**src/rtl/udiv16by8_seq.sv**
```systemverilog
// udiv16by8_seq: sequential unsigned restoring divider, one quotient bit per cycle.
//   Computes x / y -> quotient q (WX bits) and remainder r (WY bits), x == q*y + r.
//   Divide by zero yields q = all ones and r = x[WY-1:0], with the same latency.
//
// Ports
//   clk        in   rising-edge clock
//   rst        in   asynchronous reset, active-high
//   in_valid   in   operands valid
//   in_ready   out  operands accepted (high only in IDLE)
//   x          in   dividend, WX bits
//   y          in   divisor, WY bits
//   out_valid  out  q/r valid (high only in DONE)
//   out_ready  in   consumer accepts the result
//   dbz        out  divide-by-zero flag (present only with DIV_DBZ_FLAG_EN)
//   q          out  quotient, WX bits, held until the next result
//   r          out  remainder, WY bits, held until the next result
//
// Configuration macro: DIV_DBZ_FLAG_EN adds the dbz output.

module udiv16by8_seq #(
  parameter int unsigned WX = 16,
  parameter int unsigned WY = 8
) (
  input  logic          clk,
  input  logic          rst,
  input  logic          in_valid,
  output logic          in_ready,
  input  logic [WX-1:0] x,
  input  logic [WY-1:0] y,
  output logic          out_valid,
  input  logic          out_ready,
`ifdef DIV_DBZ_FLAG_EN
  output logic          dbz,
`endif
  output logic [WX-1:0] q,
  output logic [WY-1:0] r
);

  localparam int unsigned CW = (WX > 1) ? $clog2(WX) : 1;

  localparam logic [1:0] IDLE = 2'd0;
  localparam logic [1:0] BUSY = 2'd1;
  localparam logic [1:0] DONE = 2'd2;

  logic [1:0]    state_q;
  logic [CW-1:0] count_q;
  logic [WX-1:0] xq_q;    // dividend bits shift out the top, quotient bits shift in the bottom
  logic [WY-1:0] yq_q;
  logic [WY-1:0] xlo_q;   // low dividend bits, kept for the forced divide-by-zero remainder
  logic [WY-1:0] pr_q;

  logic [WY:0]   pr_shift;
  logic [WY-1:0] pr_next;
  logic          q_bit;
  logic [WX-1:0] xq_next;
  logic          last_step;

  assign in_ready  = (state_q == IDLE);
  assign out_valid = (state_q == DONE);
  assign last_step = (count_q == CW'(WX - 1));

  // The stored remainder is always < y, so WY bits hold it; only the shifted
  // trial value needs the extra bit so the comparison never overflows.
  always_comb begin
    pr_shift = {pr_q, xq_q[WX-1]};
    pr_next  = pr_shift[WY-1:0];
    q_bit    = 1'b0;
    if (pr_shift >= {1'b0, yq_q}) begin
      pr_next = WY'(pr_shift - {1'b0, yq_q});
      q_bit   = 1'b1;
    end
    xq_next = {xq_q[WX-2:0], q_bit};
  end

  always_ff @(posedge clk or posedge rst) begin
    if (rst) begin
      state_q <= IDLE;
      count_q <= '0;
      xq_q    <= '0;
      yq_q    <= '0;
      xlo_q   <= '0;
      pr_q    <= '0;
      q       <= '0;
      r       <= '0;
`ifdef DIV_DBZ_FLAG_EN
      dbz     <= 1'b0;
`endif
    end else begin
      case (state_q)
        IDLE: begin
          if (in_valid) begin
            xq_q    <= x;
            yq_q    <= y;
            xlo_q   <= x[WY-1:0];
            pr_q    <= '0;
            count_q <= '0;
            state_q <= BUSY;
          end
        end
        BUSY: begin
          xq_q    <= xq_next;
          pr_q    <= pr_next;
          count_q <= count_q + CW'(1);
          if (last_step) begin
            state_q <= DONE;
            if (yq_q == '0) begin
              // Forced result rather than whatever the iteration produced.
              q <= '1;
              r <= xlo_q;
`ifdef DIV_DBZ_FLAG_EN
              dbz <= 1'b1;
`endif
            end else begin
              q <= xq_next;
              r <= pr_next;
            end
          end
        end
        DONE: begin
          if (out_ready) begin
            state_q <= IDLE;
`ifdef DIV_DBZ_FLAG_EN
            dbz     <= 1'b0;
`endif
          end
        end
        default: state_q <= IDLE;
      endcase
    end
  end

endmodule

```
**config.mk**
```make
export PLATFORM = sky130hd
export DESIGN_NAME = udiv16by8_seq
export DESIGN_NICKNAME = d
export VERILOG_FILES = /design/src/rtl/udiv16by8_seq.sv
export SDC_FILE = /design/constraint.sdc
export NUM_CORES = 1
export LEC_CHECK = 0
export BUFFER_PORTS_ARGS = -buffer_cell sky130_fd_sc_hd__buf_2
export CORE_MARGIN = 4
export CORE_UTILIZATION = 50
export CTS_CLUSTER_DIAMETER = 80
export DETAILED_ROUTE_END_ITERATION = 6
export PLACE_DENSITY = 0.82
export SKIP_CTS_REPAIR_TIMING = 1
export SYNTH_ARGS = -nofsm -noshare
export SYNTH_HDL_FRONTEND = slang
export SYNTH_SLANG_ARGS = --single-unit
```
**constraint.sdc**
```tcl
create_clock -name clk -period 2.3 [get_ports clk]
set_clock_uncertainty 0.2 [all_clocks]
set_input_delay 0.23 -clock clk [delete_from_list [all_inputs] [get_ports clk]]
set_output_delay 0.23 -clock clk [all_outputs]
set_load 0.05 [all_outputs]
```
==> flow_summary_export.csv <==
group,metric,value,unit
worst_setup_path,cp.arrival,2.49,ns
cells_and_area,area_growth_syn_to_layout,29.4,%
logic_synthesis,yosys.area_share.simple,16.4,%
power,internal_power,4.13,mW
floorplan,initial_core_util,51.2,%
worst_setup_path,critPathSlowestCell,"dfrtp_1",
floorplan,core_area,6310,um2
detailed_routing,dr_total_vias,2843,
timing,hold_viol_final,2,
worst_setup_path,crit_path_max_fanout,2,
outcome,failed_checks,"negative hold slack, negative setup slack",
cells_and_area,final_cell_area,4180,um2
floorplan,dieArea,7810,um2
timing,worstMarginPinSlew,0.942,ns
logic_synthesis,synth_ff_type,"dfrtp_1",
detailed_routing,drc_errors,0,
global_routing,grt_pass1_wl,12.4,mm
logic_synthesis,syn_inst,332,
logic_synthesis,synth-edff-count,0,
clock_network,cts_sinks,70,
clock_network,cts_max_level,3,
worst_setup_path,reg2regPathDepth,9,
timing,finalSetupViolations,3,
logic_synthesis,yosys-top-cells-area,"dfrtp_1, nand2_1, o22a_1, ha_1, a22oi_1",
clock_network,path_clk_slew,0.08,ns
cells_and_area,antenna_cells,0,
power,peakVddDrop,0.000937,V
power,p_per_area,1820,nW/um2
timing,setup_ws,-0.120,ns
timing,fmax,0.413,GHz
timing,rsz0062_at_grt,"true",
timing,timing.slew.headroom,36.9,%
placed_design,placed_area,3670,um2
clock_network,clk_latency,0.35,ns
floorplan,fp.dieW,88.4,um
global_routing,grtUsageTotal,21.1,%
logic_synthesis,ys_seq_area_share,54.2,%
global_routing,grt-ovfl-total,0,
detailed_routing,firstDrtPassIters,5,
detailed_routing,first_iter_violations,225,
worst_setup_path,cp_num_cells,9,
worst_setup_path,slowest_delay,0.38,ns
detailed_routing,routedWlPerCell,16.3,um
detailed_routing,ant_nets,0,
detailed_routing,via_per_inst,5.63,
cells_and_area,drive_above_1_share,25.5,%
timing,timing.hold.ws,-0.0508,ns
placed_design,place_hpwl,5.46,mm
logic_synthesis,synth_top_family_by_area,"compound AO/OA/AOI/OAI gates",
clock_network,cts_buffers,9,
power,power.share.sequential,29.9,%
logic_synthesis,synth_top_cell_by_area,"dfrtp_1",
timing,slew_viol_final,0,
worst_setup_path,start_kind,"register",
clock_network,clockRootBuffer,"clkbuf_8",
logic_synthesis,synthMuxAreaShare,1.59,%
logic_synthesis,synth_xor_area_share,0.813,%
worst_setup_path,cp-end-kind,"register",
flow_run,maxCapViolations,0,
logic_synthesis,async_flop_share,100,%
logic_synthesis,yosys.cell_types.count,42,
clock_network,clockBufferDepth,2,
detailed_routing,wl,8.24,mm
timing,fin_crit_sh,105,%
logic_synthesis,yosys-top-cells-count,"dfrtp_1, nand2_1, nor2_1",
logic_synthesis,yosysWarnings,0,
worst_setup_path,crit_buf_inv,2,
worst_hold_path,hold_depth,3,
logic_synthesis,syn_area,3230,um2
worst_hold_path,hold_path_class,"primary input to register",
global_routing,antenna_found_initial,0,
logic_synthesis,yosysMostFrequentCell,"dfrtp_1",
worst_setup_path,worst-setup-path-type,"register to register",
placed_design,gp_congestion,0.869,
logic_synthesis,synth_top_area_share,54.2,%
placed_design,portBuffers,53,
power,p_sw_share,45.8,%
logic_synthesis,post_synth.cell_area_avg,9.73,um2
worst_setup_path,worstPathRequired,2.37,ns
clock_network,cts_tree,"built",
floorplan,die_h,88.4,um
logic_synthesis,syn-num-nets,370,
floorplan,rows,29,
logic_synthesis,synthAdderAreaFrac,4.10,%
cells_and_area,fin_nets,461,
worst_setup_path,worstPathCellList,"inv_2 > ha_4 > inv_2 > fa_2 > a211oi_2 > nor2_1 > a2111o_1 > a31o_1 > a31oi_1",
power,power_leakage,1.99,nW
floorplan,ioPinCount,54,
logic_synthesis,synth_compound_area_share,18.7,%
power,p_switching,3.49,mW
global_routing,grt_max_degree,71,
power,power,7.62,mW
logic_synthesis,ys_ff_latch,70,
power,clockPowerShare,14.6,%
power,pwr-share-comb,55.4,%
worst_setup_path,critPathTopFamily,"compound AO/OA/AOI/OAI gates",
timing,period_needed,2.42,ns
outcome,status,"finished with violations",
global_routing,grt_pass1_vias,2655,
worst_setup_path,path_common_cell,"inv_2",
## area by class of cell
class                      instances  area [um2]
clock buffer                      10         138
clock inverter                     6        83.8
fill                             484        2130
inverter                          14        52.6
multi-input combinational        229        1380
sequential                        70        1750
tap                               77        96.3
timing repair buffer              99         681
## power groups by stage
| stage | Combinational (mW) | Sequential [mW] | Clock, mW |
|---|---|---|---|
| final | 4.23 | 2.28 | 1.11 |
| after global routing | 4.61 | 2.35 | 1.18 |
| after CTS | 3.97 | 2.26 | 1.13 |
| after detailed placement | 3.93 | 2.28 | 0 |
| after global placement | 3.80 | 2.25 | 0 |
| after floorplan | 2.26 | 2.89 | 0 |
## tightest hold or removal path, stage by stage
cell and delay [ns]:
buf_2 0.08, o22ai_1 0.05, nor2_1 0.09
## per-stage QoR
step	std cells	worst slack, ns	setup TNS, ns	util (%)
global route	505	-0.220	-1.04	66.2
floorplan	332	0.0116	0	-
CTS	479	-0.110	-0.500	61.7
finish	505	-0.120	-0.237	66.2
detailed placement	463	-0.0979	-0.172	58.2
global placement	463	-0.0228	-0.0454	58.2
## metal layers
metal	wire length [um]	part of all wire, %	GRT usage [%]	up-vias
li1	-	-	-	1336
met1	3340	40	26.2	1377
met2	4150	50	35.6	106
met3	513	6.2	3.63	24
met4	234	2.8	10.3	0
met5	0	0	0	-
## cells in the final DEF (no fill, tap or decap), types with 3 or more instances in the layout
cell type       n
buf_4          22
nand2b_1        4
a22oi_1        13
a21oi_1         4
nor2b_1         4
nand2_1        66
nor4_1          3
inv_2           3
dfrtp_1        70
inv_1          11
clkinv_2        3
a21oi_2         5
a31oi_1         4
o22ai_1        11
ha_1            6
nand3_1         9
clkbuf_8       10
buf_2          53
and2_1          3
nor2_1         26
o21ai_1        12
dlygate4sd3_1  23
o22a_1         15
o21ai_0        14
xor2_1          3
## path summary, 6_finish.rpt
check | start | endpoint | slack, ns
worst max-delay path | xq_q[15] | r[6] | -0.12
worst min-delay path | x[14] | xq_q[14] | -0.05
worst max register to register | xq_q[15] | r[6] | -0.12
worst min register to register | xlo_q[2] | xlo_q[2] | 0.29
max in group asynchronous | rst | xlo_q[0] | 1.32
min in group asynchronous | rst | q[7] | 0.30
## registers in the layout (all words and copies together), names as in the netlist
signal   flops
count_q      4
pr_q         8
q           16
r            8
state_q      2
xlo_q        8
xq_q        16
yq_q         8
## logic make-up (layout without fill, tap and decap cells)
| group | count (synthesis) | in the layout |
|---|---|---|
| xor+xnor | 3 | 3 |
| mux | 5 | 5 |
| simple gates | 123 | 123 |
| fa+ha+maj | 10 | 10 |
| flops | 70 | 70 |
| buf+inv | 33 | 129 |
| compound gates | 88 | 88 |
Power figures use the tool's default switching activity.
